**src/rtl/cond_check_unit.sv**
```systemverilog
// Multi-lane ARM condition evaluator with its own {Z,C,N,V} status register,
// same-cycle flag bypass, registered results and a saturating skip counter.
module cond_check_unit #(
    parameter int LANES = 2,
    parameter int CNT_W = 16
) (
    input  logic                 clk,
    input  logic                 rst,
    input  logic                 flag_we,
    input  logic [3:0]           flag_in,
    input  logic [LANES-1:0]     in_valid,
    input  logic [4*LANES-1:0]   cond_in,
    input  logic                 stall,
    input  logic                 flush,
    input  logic                 clr_count,
    output logic [3:0]           status_out,
    output logic [LANES-1:0]     out_valid,
    output logic [LANES-1:0]     cond_pass,
    output logic [CNT_W-1:0]     skip_count
);

    localparam int SUM_W = CNT_W + 3;

    logic [3:0]       status_q;
    logic [3:0]       eff;
    logic [LANES-1:0] pass;
    logic [LANES-1:0] fail;
    logic [SUM_W-1:0] fail_cnt;
    logic [SUM_W-1:0] sum;
    logic [CNT_W-1:0] cnt_next;

    function automatic logic eval(input logic [3:0] cond, input logic [3:0] f);
        logic z, c, n, v;
        logic r;
        z = f[3];
        c = f[2];
        n = f[1];
        v = f[0];
        unique case (cond)
            4'h0:    r = z;
            4'h1:    r = ~z;
            4'h2:    r = c;
            4'h3:    r = ~c;
            4'h4:    r = n;
            4'h5:    r = ~n;
            4'h6:    r = v;
            4'h7:    r = ~v;
            4'h8:    r = c & ~z;
            4'h9:    r = ~c | z;
            4'hA:    r = (n == v);
            4'hB:    r = (n != v);
            4'hC:    r = ~z & (n == v);
            4'hD:    r = z | (n != v);
            4'hE:    r = 1'b1;
            default: r = 1'b0;
        endcase
        return r;
    endfunction

    // A flag write in this cycle is visible to this cycle's lanes.
    always_comb eff = flag_we ? flag_in : status_q;

    always_comb begin
        pass     = '0;
        fail     = '0;
        fail_cnt = '0;
        for (int i = 0; i < LANES; i++) begin
            pass[i]  = in_valid[i] & eval(cond_in[4*i +: 4], eff);
            fail[i]  = in_valid[i] & ~pass[i];
            fail_cnt = fail_cnt + SUM_W'(fail[i]);
        end
    end

    // Widened add so the saturation compare cannot itself overflow.
    always_comb begin
        sum = SUM_W'(skip_count) + fail_cnt;
        if (sum > SUM_W'({CNT_W{1'b1}}))
            cnt_next = '1;
        else
            cnt_next = sum[CNT_W-1:0];
    end

    always_ff @(posedge clk or negedge rst) begin
        if (!rst)
            status_q <= '0;
        else if (flag_we)
            status_q <= flag_in;
    end

    always_ff @(posedge clk or negedge rst) begin
        if (!rst) begin
            out_valid <= '0;
            cond_pass <= '0;
        end else if (flush) begin
            out_valid <= '0;
            cond_pass <= '0;
        end else if (!stall) begin
            out_valid <= in_valid;
            cond_pass <= pass;
        end
    end

    always_ff @(posedge clk or negedge rst) begin
        if (!rst)
            skip_count <= '0;
        else if (clr_count)
            skip_count <= '0;
        else if (!flush && !stall)
            skip_count <= cnt_next;
    end

    assign status_out = status_q;

endmodule
```
**config.mk**
```make
export PLATFORM = sky130hd
export DESIGN_NAME = cond_check_unit
export DESIGN_NICKNAME = d
export VERILOG_FILES = /design/src/rtl/cond_check_unit.sv
export SDC_FILE = /design/constraint.sdc
export NUM_CORES = 1
export LEC_CHECK = 0
export ABC_AREA = 1
export CAP_MARGIN = 20
export CORE_MARGIN = 8
export CORE_UTILIZATION = 43
export DETAILED_ROUTE_END_ITERATION = 8
export PLACE_DENSITY = 0.82
export SYNTH_ARGS = -nofsm -noshare
export SYNTH_HDL_FRONTEND = slang
export SYNTH_SLANG_ARGS = --single-unit
```
**constraint.sdc**
```tcl
create_clock -name clk -period 3.6 [get_ports clk]
set_clock_uncertainty 0.15 [all_clocks]
set_input_delay 0.36 -clock clk [delete_from_list [all_inputs] [get_ports clk]]
set_output_delay 0.36 -clock clk [all_outputs]
set_load 0.05 [all_outputs]
```
==> impl_metrics.sql <==
INSERT INTO impl_metrics (metric_group, metric, value, unit) VALUES
('outcome', 'result_of_the_run', 'completed', ''),
('route', 'detail_route.vias_per_cell', '5.08', ''),
('timing', 'hold_viol_final', '0', ''),
('setup_path', 'ff2ff_setup_slack', '0.50', 'ns'),
('setup_path', 'rr_worst_depth', '19', ''),
('setup_path', 'r2r-start', 'status_out[1]$_DFF_PN0_', ''),
('placed_design', 'placed_area', '0.00232', 'sq mm'),
('cells_and_area', 'drive_above_1_share', '9.70', '%'),
('placed_design', 'globalplace.congestion', '0.885', ''),
('die', 'die_width', '81.0', 'microns'),
('timing', 'setup_viol', '0', ''),
('route', 'via_count', '1932', ''),
('route', 'drt-wirelength-per-cell', '13.0', 'microns'),
('global_routing', 'grt_first_pass_wirelength', '7.99', 'mm'),
('clock_tree', 'cts_hold_repair.buffers', '0', ''),
('cells_and_area', 'finish.instance_area', '0.00243', 'sq mm'),
('setup_path', 'worst_setup_ep_type', 'flop', ''),
('route', 'remaining_drc_errors', '0', ''),
('synthesis', 'postSynthRegisterBits', '24', ''),
('setup_path', 'crit_fanout', '6', ''),
('global_routing', 'grt.overflow.total', '0', ''),
('route', 'route.final.wire_length', '4.93', 'mm'),
('power', 'p_total', '0.625', 'mW'),
('timing', 'layout_setup_ws', '0.295', 'ns'),
('cells_and_area', 'layout.cells.most_common', 'sky130_fd_sc_hd__nand2_1', ''),
('clock_tree', 'tritoncts.num_buffers', '3', ''),
('synthesis', 'yosysUniqueCellTypes', '29', ''),
('cells_and_area', 'post_layout_cell_count', '380', ''),
('cells_and_area', 'mostFrequentLayoutCells', 'sky130_fd_sc_hd__nand2_1, sky130_fd_sc_hd__clkdlybuf4s50_1, sky130_fd_sc_hd__inv_1', ''),
('clock_tree', 'h_tree_levels', '1', ''),
('global_routing', 'grt.total_usage', '15.0', '%'),
('cells_and_area', 'post-route-util', '60.3', '%'),
('hold_path', 'worst_hold_check_path_type', 'input port to async pin', ''),
('clock_tree', 'clock_sink_count', '24', ''),
('cells_and_area', 'diodes', '0', ''),
('timing', 'transition_time_at_the_pin_with_the_least_slew_margin', '0.954', 'ns'),
('synthesis', 'post_synth_inst_count', '276', ''),
('power', 'max-vdd-ir-drop', '0.275', 'mV'),
('setup_path', 'timing.critical_path.from_type', 'input port', ''),
('setup_path', 'crit-reg2reg-capture', 'skip_count[6]$_DFFE_PN0P_', ''),
('placed_design', 'dpl.cell_count', '370', ''),
('power', 'power_density_over_the_cells', '257', 'mW/mm^2'),
('synthesis', 'synth_xor_xnor_area_share', '3.86', '%'),
('synthesis', 'syn_area', '0.00182', 'sq mm'),
('clock_tree', 'root_buffer', 'sky130_fd_sc_hd__clkbuf_8', ''),
('synthesis', 'avgSynthCellArea', '6.58', 'sq um'),
('synthesis', 'muxShareOfSynthArea', '0', '%'),
('die', 'die_outline_height', '81.0', 'microns'),
('synthesis', 'syn_nets', '298', ''),
('cells_and_area', 'flow.area_growth_from_synthesis', '33.8', '%'),
('cells_and_area', 'nNetsFinal', '353', ''),
('timing', 'slew-limit-headroom', '36.1', '%'),
('synthesis', 'synth_top_family_by_area', 'simple AND/OR/NAND/NOR gates', ''),
('placed_design', 'dp_hpwl', '3.81', 'mm'),
('clock_tree', 'clkTransAtPathRegs', '0.08', 'ns'),
('setup_path', 'worst-setup-path-type', 'input port to flop', ''),
('setup_path', 'worst_path_required', '3.63', 'ns'),
('route', 'antenna_viol_nets_final', '0', ''),
('route', 'router_iterations_before_antenna_repair', '4', ''),
('placed_design', 'detailedPlace.worstSlack', '-0.152', 'ns'),
('synthesis', 'synth_compound_gate_area_share', '6.00', '%'),
('timing', 'clock.fmax', '303', 'MHz'),
('global_routing', 'grt_max_degree', '25', ''),
('die', 'effective_utilization_at_floorplan', '45.1', '%'),
('timing', 'finalCriticalPeriod', '3.31', 'ns'),
('synthesis', 'seq_area_frac_synth', '33.1', '%'),
('clock_tree', 'tritoncts', 'done', ''),
('timing', 'unrepaired_setup_endpoints_after_global_routing', 'false', ''),
('timing', 'timing_max_transition_violations_final', '0', ''),
('clock_tree', 'clk_path_buf_depth', '2', ''),
('timing', 'setup_total_negative_slack', '0', 'ns');
power breakdown:
part | internal [mW] | total [mW] | switching [mW]
registers | 0.277 | 0.283 | 0.00546
logic | 0.0588 | 0.165 | 0.106
clock network | 0.0974 | 0.178 | 0.0802
total | 0.434 | 0.625 | 0.191
what timing repair did:
action,in CTS,in global routing
gates resized for setup,0,5
endpoints found under the hold margin,0,0
buffers inserted,0,5
endpoints found under the setup margin,0,16
worst max-delay path by stage:
stage	depth (start not counted)	slack, ns	end	start
after global placement	21	-0.09	skip_count[0]$_DFFE_PN0P_	flag_we
after detailed placement	19	-0.15	skip_count[0]$_DFFE_PN0P_	flag_we
after floorplan	18	0.48	skip_count[0]$_DFFE_PN0P_	status_out[3]$_DFF_PN0_
after global routing	21	0.02	skip_count[14]$_DFFE_PN0P_	flag_in[0]
after CTS	19	0.12	skip_count[0]$_DFFE_PN0P_	flag_we
final	20	0.29	skip_count[6]$_DFFE_PN0P_	flag_in[0]
synth_stat cells:
master | number | area (sq um)
sky130_fd_sc_hd__xnor2_1 | 2 | 17.5
sky130_fd_sc_hd__nand3_2 | 1 | 10.0
sky130_fd_sc_hd__nand3b_1 | 2 | 15.0
sky130_fd_sc_hd__nor2_2 | 2 | 12.5
sky130_fd_sc_hd__o21ai_0 | 18 | 90.1
sky130_fd_sc_hd__nand4_1 | 7 | 43.8
sky130_fd_sc_hd__buf_6 | 1 | 11.3
sky130_fd_sc_hd__nor2_1 | 30 | 113
sky130_fd_sc_hd__nor2_8 | 1 | 20.0
sky130_fd_sc_hd__o21ai_2 | 1 | 8.76
sky130_fd_sc_hd__clkbuf_1 | 1 | 3.75
sky130_fd_sc_hd__nand3_1 | 28 | 140
sky130_fd_sc_hd__inv_2 | 1 | 3.75
sky130_fd_sc_hd__nand4_2 | 1 | 12.5
sky130_fd_sc_hd__nor3_2 | 1 | 10.0
sky130_fd_sc_hd__nor2_4 | 1 | 11.3
sky130_fd_sc_hd__buf_4 | 1 | 7.51
sky130_fd_sc_hd__nor3_4 | 1 | 16.3
sky130_fd_sc_hd__fa_1 | 1 | 20.0
sky130_fd_sc_hd__dfrtp_1 | 24 | 601
sky130_fd_sc_hd__nand2_2 | 3 | 18.8
sky130_fd_sc_hd__xor2_1 | 6 | 52.6
sky130_fd_sc_hd__nand2_1 | 96 | 360
sky130_fd_sc_hd__ha_1 | 1 | 12.5
sky130_fd_sc_hd__nand4_4 | 1 | 21.3
sky130_fd_sc_hd__inv_1 | 31 | 116
sky130_fd_sc_hd__o21ai_1 | 2 | 10.0
sky130_fd_sc_hd__nor3_1 | 10 | 50.1
sky130_fd_sc_hd__inv_4 | 1 | 6.26
area by class of cell:
cell class                 count  area, sq um
sequential                    24          601
timing repair buffer          53          513
clock buffer                   4         55.1
multi-input combinational    216         1070
fill                         392         1600
inverter                      33          126
tap                           50         62.6
critical path: stages:
cell                              delay, ns
sky130_fd_sc_hd__clkdlybuf4s50_1       0.48
sky130_fd_sc_hd__inv_1                 0.04
sky130_fd_sc_hd__nand2_1               0.05
sky130_fd_sc_hd__nand2_1               0.13
sky130_fd_sc_hd__nand2_1               0.15
sky130_fd_sc_hd__nand2_2               0.09
sky130_fd_sc_hd__nand3_1               0.08
sky130_fd_sc_hd__nand2_1               0.06
sky130_fd_sc_hd__nor2_1                0.13
sky130_fd_sc_hd__nand4_1               0.14
sky130_fd_sc_hd__fa_2                  0.39
sky130_fd_sc_hd__inv_1                 0.06
sky130_fd_sc_hd__ha_1                  0.17
sky130_fd_sc_hd__nand3_2               0.12
sky130_fd_sc_hd__nor2_4                0.18
sky130_fd_sc_hd__nand4_4               0.15
sky130_fd_sc_hd__nor2_8                0.19
sky130_fd_sc_hd__clkbuf_2              0.17
sky130_fd_sc_hd__o21ai_0               0.08
sky130_fd_sc_hd__o21ai_0               0.14
routing by layer:
metal | track usage, % | routed length [microns]
met5 | 0 | 0
met4 | 2.68 | 41
met1 | 20.1 | 2320
met3 | 2.87 | 294
met2 | 24.7 | 2270
kinds of logic after synthesis:
| group | after synthesis |
|---|---|
| fa+ha+maj | 2 |
| buf+inv | 36 |
| flops | 24 |
| xor+xnor | 8 |
| simple gates | 185 |
| compound gates | 21 |
registers in the layout, summed over array words and instances, names as in the netlist:
name,count
cond_pass,2
out_valid,2
skip_count,16
status_out,4
Note: power is estimated with default switching activity, not from simulation.
